`src/rtl/registered_mux_stage.sv`:
```
// N-channel registered selector with a one-entry valid/ready output stage.
// Out-of-range selector codes register DefaultValue and are flagged and counted.
module registered_mux_stage #(
   parameter int unsigned      NBits        = 32,
   parameter int unsigned      NChannels    = 4,
   parameter int unsigned      SelBits      = 2,
   parameter logic [NBits-1:0] DefaultValue = '0
) (
   input  logic                       clk,
   input  logic                       reset,
   input  logic [SelBits-1:0]         Selector,
   input  logic [NChannels*NBits-1:0] MUX_Data,
   input  logic                       In_Valid,
   output logic                       In_Ready,
   input  logic                       Flush,
   output logic                       Out_Valid,
   input  logic                       Out_Ready,
   output logic [NBits-1:0]           MUX_Output,
   output logic                       Out_Error,
   output logic                       Sel_Error,
   output logic [7:0]                 Error_Count
);

   localparam logic [0:0] EMPTY = 1'b0;
   localparam logic [0:0] FULL  = 1'b1;

   logic [0:0]       state_q;
   logic             accept;
   logic             drain;
   logic             sel_oob;
   logic [NBits-1:0] sel_data;

   assign Out_Valid = (state_q == FULL);
   assign In_Ready  = !Flush && (!Out_Valid || Out_Ready);
   assign accept    = In_Valid && In_Ready;
   assign drain     = Out_Valid && Out_Ready;

   // Loop compare keeps the slice in range even when Selector can exceed NChannels-1.
   always_comb begin
      sel_data = DefaultValue;
      sel_oob  = 1'b1;
      for (int unsigned k = 0; k < NChannels; k++) begin
         if (32'(Selector) == k) begin
            sel_data = MUX_Data[k*NBits +: NBits];
            sel_oob  = 1'b0;
         end
      end
   end

   always_ff @(posedge clk) begin
      if (reset) begin
         state_q     <= EMPTY;
         MUX_Output  <= '0;
         Out_Error   <= 1'b0;
         Sel_Error   <= 1'b0;
         Error_Count <= '0;
      end else if (Flush) begin
         state_q <= EMPTY;
      end else if (accept) begin
         state_q    <= FULL;
         MUX_Output <= sel_data;
         Out_Error  <= sel_oob;
         if (sel_oob) begin
            Sel_Error <= 1'b1;
            if (Error_Count != '1) begin
               Error_Count <= Error_Count + 8'd1;
            end
         end
      end else if (drain) begin
         state_q <= EMPTY;
      end
   end

endmodule

```
`config.mk`:
```
export PLATFORM = sky130hd
export DESIGN_NAME = registered_mux_stage
export DESIGN_NICKNAME = d
export VERILOG_FILES = /design/src/rtl/registered_mux_stage.sv
export SDC_FILE = /design/constraint.sdc
export NUM_CORES = 1
export LEC_CHECK = 0
export CAP_MARGIN = 0
export CORE_ASPECT_RATIO = 1.5
export CORE_MARGIN = 5
export CORE_UTILIZATION = 29
export CTS_CLUSTER_SIZE = 8
export DETAILED_ROUTE_END_ITERATION = 7
export PLACE_DENSITY = 0.81
export SLEW_MARGIN = 20
export SYNTH_ARGS = -nofsm -noshare
export SYNTH_HDL_FRONTEND = slang
export SYNTH_SLANG_ARGS = --single-unit
```
`constraint.sdc`:
```
create_clock -name clk -period 1.4 [get_ports clk]
set_clock_uncertainty 0.05 [all_clocks]
set_input_delay 0.28 -clock clk [delete_from_list [all_inputs] [get_ports clk]]
set_output_delay 0.28 -clock clk [all_outputs]
set_load 0.01 [all_outputs]
```
==> impl_metrics.yaml, run 1 <==
logic_synthesis:
  synth-seq-area-share_pct: 41.6
  synth_xor_area_share_pct: 0
  synth_compound_area_share_pct: 14.0
  synthCells: 139
  post-synth-top-count-cell: "dfxtp_1"
  synth_area_leaders: "dfxtp_1 42%, mux4_2 33%, a22o_1 14%, nor2b_1 3.0%, mux4_1 2.5%"
  synthDistinctLibCells: 15
  synth_seq_cells: 43
  synth_edf_count: 0
  netlist_area_um2: 2070
  syn_nets: 274
  syn_area_per_cell_um2: 14.9
  synth_top_area_share_pct: 41.6
  synth_top_family_by_area: "multiplexers"
  synth_commonest_cells: "43 x dfxtp_1, 32 x a22o_1, 30 x mux4_2"
  yosysWarnings: 0
  synth_flop_cell: "dfxtp_1"
  yosysTopAreaCell: "dfxtp_1"
  synth-adder-area-share_pct: 0
  async_flop_share_pct: 0
  synth.mux.area_fraction_pct: 35.2
  synth-simple-area-share_pct: 4.53
timing:
  relSlewSlack_pct: 83.0
  tightest_slew_ps: 252
  layout_min_cycle_time_ps: 1490
  holdWs_ps: 327
  rsz0062_at_grt: "true"
  fmax_ghz: 0.670
  hold_viol: 0
  final-setup-viol-count: 32
  period_share_pct: 107
  worst_slack_ps: -92.6
  slew_violations: 0
cts:
  cts_tree: "yes"
  cts_sinks: 43
  cts_root_buf: "clkbuf_8"
  htree_num_levels: 2
  path_clk_slew_ps: 80
  insertion_delay_ps: 290
  cts_buffers: 5
  cts_buffer_depth: 2
drt:
  wl_per_cell_um: 19.4
  first_iter_violations: 68
  drc: 0
  dr_total_vias: 2018
  via_per_inst: 4.98
  ant_nets: 0
  wl_um: 7870
  drt-pass1-iter-count: 4
critical_path:
  critPathCaptureType: "flip-flop"
  r2r_setup_slack_ps: -90
  crit_required_ps: 1540
  path_delay_family: "compound AO/OA/AOI/OAI gates"
  crit_fanout: 8
  cpMaxStageDelayCell: "o31a_4"
  worst-path-buf-inv: 2
  crit_path_start_kind: "flip-flop"
  crit_chain: "nor2b_4 -> buf_6 -> o31a_4 -> clkbuf_16 -> a22o_1"
  cp.arrival_ps: 1630
  cpPeakStageDelay_ps: 340
  crit_type: "flip-flop to flip-flop"
layout:
  final_core_util_pct: 61.2
  fillers: 575
  syn_to_final_growth_pct: 104
  drive_above_1_share_pct: 18.7
  diodes: 0
  finalNetCount: 461
floorplan:
  core_area_um2: 6900
  rows: 37
  die_w_um: 79.0
  dieArea_um2: 8960
  die_h_um: 113
  io-pin-count: 179
  initial_core_util_pct: 30.0
power:
  vdd_drop_max_v: 0.000431
  p_per_area_nw_per_um2: 787
  leakage_nw: 1.80
global_route:
  grt_max_degree: 33
  grt_pass1_vias: 2253
  grt_pass1_wl_um: 12000
  grt_usage_pct: 17.4
  grt_overflow_total: 0
  antenna_found_initial: 0
outcome:
  status: "finished, violations left"
  violations: "negative setup slack"
placement:
  io_buffer_count: 178
  hpwlAfterDp_um: 6110
  gp_congestion: 0.714
flow_run:
  drv_cap: 0
min_path:
  hold_class: "input port to flip-flop"
## final cells by class
type	instances	area (um^2)	area share [%]
well taps	78	97.6	2.31
clock inverters	2	60.1	1.42
clock buffers	6	72.6	1.72
inverters	2	7.51	0.178
repair buffers	194	1980	47.0
multi-input cells	80	1140	27.0
flip-flops and latches	43	862	20.4
## sequential cells by signal, summed over array words and instances, names as in the netlist
signal,count
MUX_Output,32
Error_Count,8
Out_Error,1
Out_Valid,1
Sel_Error,1
## cells in the final DEF (no fill, tap or decap), types with 2 or more instances in the layout
cell             netlist  final
dfxtp_1               43     42
buf_16                 0      2
dlygate4sd2_1          0     47
mux4_2                30     30
clkdlybuf4s50_1        0    129
clkbuf_8               0      5
nor2_1                 2      2
buf_4                  0      6
a22o_1                32     32
mux4_1                 2      2
bufinv_16              0      2
nor2b_1               10      9
buf_12                 0      5
## power by group
part	leakage (nW)	switching, mW	total (mW)	internal (mW)
logic	1.39	0.260	0.895	0.634
registers	0.351	0.0276	1.31	1.28
clock network	0.0654	0.410	1.12	0.713
total	1.80	0.698	3.32	2.63
## metal layers
metal  wire length (um)  global-route usage [%]  vias to the layer above
li1                   -                       -                      947
met1               2870                    19.2                      963
met2               4310                    32.6                       94
met3                476                    2.76                       14
met4                216                    6.88                        0
met5                  0                       0                        -
## worst paths after layout
check | cells after the start | start | to
worst min-delay path | 2 | Flush | Out_Valid
worst max-delay path | 5 | Out_Valid | MUX_Output[19]
worst min register to register | 1 | Error_Count[7] | Error_Count[7]
worst max register to register | 5 | Out_Valid | MUX_Output[19]
## logic make-up (layout without fill, tap and decap cells)
| logic type | count (synthesis) | in the layout |
|---|---|---|
| AO/OA/AOI/OAI | 33 | 33 |
| buffers and inverters | 16 | 204 |
| flip-flops | 43 | 43 |
| multiplexers | 32 | 32 |
| AND/OR/NAND/NOR | 15 | 15 |
## stage by stage
| step | setup TNS, ps | cells | setup WS (ps) | power (mW) | cell area (um^2) |
|---|---|---|---|---|---|
| after global routing | -3170 | 405 | -130 | 3.46 | 4220 |
| after CTS | -1350 | 403 | -74.8 | 3.34 | 4190 |
| final | -1630 | 405 | -92.6 | 3.32 | 4220 |
| after detailed placement | -11810 | 390 | -420 | 2.22 | 3990 |
| after floorplan | 0 | 139 | 23.5 | 1.65 | 2070 |
| after global placement | -10880 | 390 | -371 | 2.20 | 3990 |
## worst reg2reg max path, delay by kind of cell, from the launching register on
kind / cells / cell delay (ps)
buffers and inverters: 2 / 310
AND/OR/NAND/NOR: 1 / 120
flip-flops: 1 / 330
AO/OA/AOI/OAI: 2 / 580
## timing repair
item	in CTS	in global routing
setup buffers	2	1
setup endpoints to repair	76	34
pin swaps	6	8
hold buffers	0	0
cloned	3	1
gates resized for setup	58	2
Power figures use the tool's default switching activity.
==> inputs of run 2 (changes only) <==
ABC_AREA = 1   (was not set)
CORE_UTILIZATION = 31   (was 29)
PLACE_DENSITY = 0.8   (was 0.81)
==> run 2 against run 1 <==
  * Sequential cell count did not move
  * Worst setup slack improved by 160 ps
  * The run now ends clean
  * Design area up 12%
==> impl_metrics.yaml, run 2 <==
critical_path:
  crit_type: "input port to flip-flop"
  crit_required_ps: 1570
  cp.arrival_ps: 1500
  crit_fanout: 5
  crit_path_start_kind: "input port"
  critPathCaptureType: "flip-flop"
timing:
  relSlewSlack_pct: 70.5
  fmax_ghz: 0.750
  period_share_pct: 95.2
  rsz0062_at_grt: "false"
  tightest_slew_ps: 442
  slew_violations: 0
  hold_viol: 0
  final-setup-viol-count: 0
  layout_min_cycle_time_ps: 1330
global_route:
  grt_pass1_wl_um: 14400
  grt_max_degree: 39
  grt_pass1_vias: 3157
  antenna_found_initial: 0
  grt_usage_pct: 18.4
  grt_overflow_total: 0
drt:
  dr_wl_met3_um: 944
  dr_total_vias: 3320
  drt-pass1-iter-count: 4
  first_iter_violations: 92
  drc: 0
  via_per_inst: 4.80
  wl_met1_um: 3560
  wl_um: 10300
  top_layer_used: "met4"
  ant_nets: 0
  wl_per_cell_um: 14.9
  dr_wl_met2_um: 5530
placement:
  hpwlAfterDp_um: 7690
  placed_area_um2: 4400
  gp_congestion: 0.790
  io_buffer_count: 178
floorplan:
  dieArea_um2: 9830
  core_area_um2: 7660
  rows: 39
  initial_core_util_pct: 32.0
  die_w_um: 82.6
  die_h_um: 119
  io-pin-count: 179
logic_synthesis:
  synth_flop_cell: "dfxtp_1"
  synth_commonest_cells: "111 x nand2_1, 65 x nand3_1, 48 x nor2_1"
  synth-seq-area-share_pct: 35.1
  yosysTopAreaCell: "dfxtp_1"
  syn_area_per_cell_um2: 6.04
  yosysWarnings: 0
  synth_seq_cells: 43
  async_flop_share_pct: 0
  post-synth-top-count-cell: "nand2_1"
  synth_top_area_share_pct: 35.1
  synth_edf_count: 0
  synthDistinctLibCells: 19
  synthCells: 406
  syn_nets: 541
  synth_area_leaders: "dfxtp_1 35%, nand2_1 17%, nand3_1 13%, nor2_1 7.3%, a21oi_1 6.5%"
  netlist_area_um2: 2450
layout:
  mostFrequentLayoutCell: "clkdlybuf4s50_1"
  final_core_util_pct: 62.0
  mostFrequentLayoutCells: "130 x clkdlybuf4s50_1, 107 x nand2_1, 65 x nand3_1"
  top_register: "MUX_Output"
  largest_reg_flops: 32
  syn_to_final_growth_pct: 93.6
  reg.largest.list: "MUX_Output (32), Error_Count (8)"
  finalNetCount: 724
  fin_area_um2: 4750
  diodes: 0
  drive_above_1_share_pct: 12.5
  fillers: 709
cts:
  path_clk_slew_ps: 60
  htree_num_levels: 2
  insertion_delay_ps: 280
  cts_buffers: 5
  cts_tree: "yes"
  postCtsSetupBuffers: 0
  cts_sinks: 43
  cts_buffer_depth: 2
  cts_root_buf: "clkbuf_16"
power:
  leakage_nw: 2.14
  p_per_area_nw_per_um2: 733
  vdd_drop_max_v: 0.000522
min_path:
  hold_class: "input port to flip-flop"
outcome:
  status: "completed"
flow_run:
  drv_cap: 0
[run 2: final timing paths]
kind | from | end | slack [ps] | depth (start not counted)
worst max register to register | Out_Valid | MUX_Output[14] | 150 | 7
worst min-delay path | Flush | Out_Valid | 280 | 3
worst min register to register | Error_Count[4] | Error_Count[4] | 370 | 2
worst max-delay path | In_Valid | MUX_Output[14] | 70 | 6
[run 2: power by group]
part	internal, mW	switching, mW
logic	0.584	0.431
clock network	0.667	0.494
registers	1.28	0.0252
total	2.53	0.951
[run 2: area by class of cell]
| cell class | count | area [um^2] | share of cell area (%) |
|---|---|---|---|
| inverter | 30 | 113 | 2.37 |
| tap | 102 | 128 | 2.69 |
| clock inverter | 3 | 23.8 | 0.501 |
| timing repair buffer | 204 | 2030 | 42.7 |
| multi-input combinational | 305 | 1470 | 31.0 |
| sequential | 43 | 861 | 18.1 |
| clock buffer | 5 | 125 | 2.64 |
[run 2: cells by family (layout without fill, tap and decap cells)]
family | Yosys count | in the layout | synth area share, %
compound gates | 65 | 65 | 13.4
flops | 43 | 43 | 35.1
buf+inv | 59 | 242 | 9.95
simple gates | 239 | 240 | 41.6
[run 2: worst max-delay path, cell delays in order]
cell and delay [ps]:
clkdlybuf4s50_1 560, nand3_4 180, clkbuf_16 210, nor2_2 90, nand2_1 70, a21oi_2 110
[run 2: routing by layer]
layer,vias up,global-route usage (%)
li1,1666,-
met4,0,6.24
met2,124,34.9
met5,-,0
met1,1510,18.4
met3,20,5.29
[run 2: what timing repair did]
item / in CTS / in global routing
pin swaps: 0 / 8
gates cloned: 0 / 7
hold buffers: 0 / 0
resized for setup: 47 / 40
setup endpoints to repair: 44 / 32
[run 2: metrics by stage]
step,hold WS (ps),TNS (ps),power (mW),setup slack [ps],instances
detailed placement,365,-8580,2.30,-410,677
CTS,376,0,3.43,0.127,685
floorplan,308,0,1.69,177,406
global route,305,0,3.66,27.1,692
finish,280,0,3.48,66.8,692
global placement,363,-8150,2.28,-417,677
==> inputs of run 3 (changes only) <==
CORE_ASPECT_RATIO = 1.1   (was 1.5)
==> run 3 against run 2 <==
  * Cell count is 0.43% higher
  * Maximum frequency is 1.7% higher
  * Worst setup slack better by 22 ps
  * Core utilization is 3.4 points lower
  * Register-to-register slack hardly changed
  * Global-route usage is 0.24 points lower
  * Critical path type unchanged
  * Highest routed layer unchanged
==> impl_metrics.yaml, run 3 (same netlist as run 2, synthesis figures left out) <==
placement:
  io_buffer_count: 178
  gp_congestion: 0.774
  pre_cts_ws_ps: -457
  dp_cells: 686
  hpwlAfterDp_um: 7440
  placed_area_um2: 4490
timing:
  tightest_slew_ps: 417
  setup_tns_ps: 0
  worst_slack_ps: 89.3
  holdWs_ps: 342
  final-setup-viol-count: 0
  hold_viol: 0
  rsz0062_at_grt: "false"
  slew_violations: 0
  relSlewSlack_pct: 72.2
  fmax_ghz: 0.763
  period_share_pct: 93.6
  layout_min_cycle_time_ps: 1310
power:
  vdd_drop_max_v: 0.000419
  leakage_nw: 2.10
  p_int_mw: 2.22
  total_power_mw: 3.11
  p_per_area_nw_per_um2: 678
  switching_share_pct: 28.5
  p_seq_share_pct: 42.0
  switching_power_uw: 887
  comb_power_share_pct: 31.2
  p_clk_share_pct: 26.8
cts:
  path_clk_slew_ps: 90
  insertion_delay_ps: 290
  htree_num_levels: 2
  cts_tree: "yes"
  cts_buffer_depth: 2
  cts_buffers: 5
  cts_root_buf: "clkbuf_8"
  cts_sinks: 43
layout:
  syn_to_final_growth_pct: 86.9
  final_core_util_pct: 58.6
  mostFrequentLayoutCells: "131 x clkdlybuf4s50_1, 110 x nand2_1, 65 x nand3_1"
  drive_above_1_share_pct: 7.84
  diodes: 0
  reg.largest.list: "MUX_Output (32), Error_Count (8)"
  layoutNonFillerInstCount: 695
  mostFrequentLayoutCell: "clkdlybuf4s50_1"
  finalNetCount: 721
  largest_reg_flops: 32
  top_register: "MUX_Output"
  fin_area_um2: 4580
critical_path:
  cp.arrival_ps: 1490
  crit_type: "input port to flip-flop"
  cpMaxStageDelayCell: "clkdlybuf4s50_1"
  cpPeakStageDelay_ps: 440
  crit_chain: "clkdlybuf4s50_1 -> inv_1 -> nand3_4 -> bufbuf_16 -> nor2_1 -> nand2_1 -> a21oi_1"
  crit_fanout: 6
  rr_worst_depth: 7
  crit_required_ps: 1580
  critPathCaptureType: "flip-flop"
  crit_path_start_kind: "input port"
floorplan:
  initial_core_util_pct: 31.3
  core_area_um2: 7830
  die_w_um: 94.8
  io-pin-count: 179
  dieArea_um2: 9790
  rows: 34
  die_h_um: 103
global_route:
  grt_usage_pct: 18.2
  grt_pass1_wl_um: 14300
  grt_overflow_total: 0
  antenna_found_initial: 0
  grt_pass1_vias: 3089
  grt_max_degree: 40
drt:
  via_per_inst: 4.64
  wl_um: 9310
  drc: 0
  dr_total_vias: 3222
  first_iter_violations: 87
  wl_per_cell_um: 13.4
  ant_nets: 0
  drt-pass1-iter-count: 4
outcome:
  status: "completed"
min_path:
  min_delay_path_depth: 5
  hold_class: "input port to flip-flop"
flow_run:
  drv_cap: 0
## run 3: worst paths after layout
kind	slack, ps	end	from
setup / recovery	90	MUX_Output[25]	Flush
hold / removal	340	Out_Valid	Out_Ready
setup reg to reg	140	MUX_Output[25]	Out_Valid
hold reg to reg	370	Error_Count[5]	Error_Count[5]
## run 3: layout make-up
| class | instances | area [um^2] |
|---|---|---|
| well taps | 108 | 135 |
| flip-flops and latches | 43 | 861 |
| repair buffers | 202 | 2010 |
| clock inverters | 3 | 26.3 |
| fillers | 771 | 3240 |
| inverters | 30 | 113 |
| clock buffers | 5 | 68.8 |
| multi-input cells | 304 | 1370 |
## run 3: critical path: cells and delay by family
| kind | cells | cell delay [ps] |
|---|---|---|
| buffers and inverters | 3 | 850 |
| AO/OA/AOI/OAI | 1 | 110 |
| AND/OR/NAND/NOR | 3 | 260 |
## run 3: layer usage
layer | up-vias | track usage, % | part of all wire (%)
met5 | - | 0 | 0
met4 | 0 | 3.66 | 0.96
met3 | 10 | 5.14 | 8.1
met2 | 114 | 34.0 | 51
met1 | 1441 | 20.7 | 40
li1 | 1657 | - | -
## run 3: timing repair
| item | in CTS | in global routing |
|---|---|---|
| pin swaps | 0 | 1 |
| endpoints found under the setup margin | 58 | 17 |
| hold buffers | 0 | 0 |
| setup buffers | 0 | 0 |
| gates cloned | 1 | 0 |
| gates resized for setup | 51 | 5 |
## run 3: power by group through the flow
stage | registers [mW] | logic (mW) | clock network, mW
finish | 1.30 | 0.970 | 0.834
global route | 1.31 | 1.06 | 0.942
CTS | 1.30 | 0.973 | 0.873
detailed placement | 1.34 | 0.993 | 0
global placement | 1.33 | 0.976 | 0
floorplan | 1.36 | 0.331 | 0
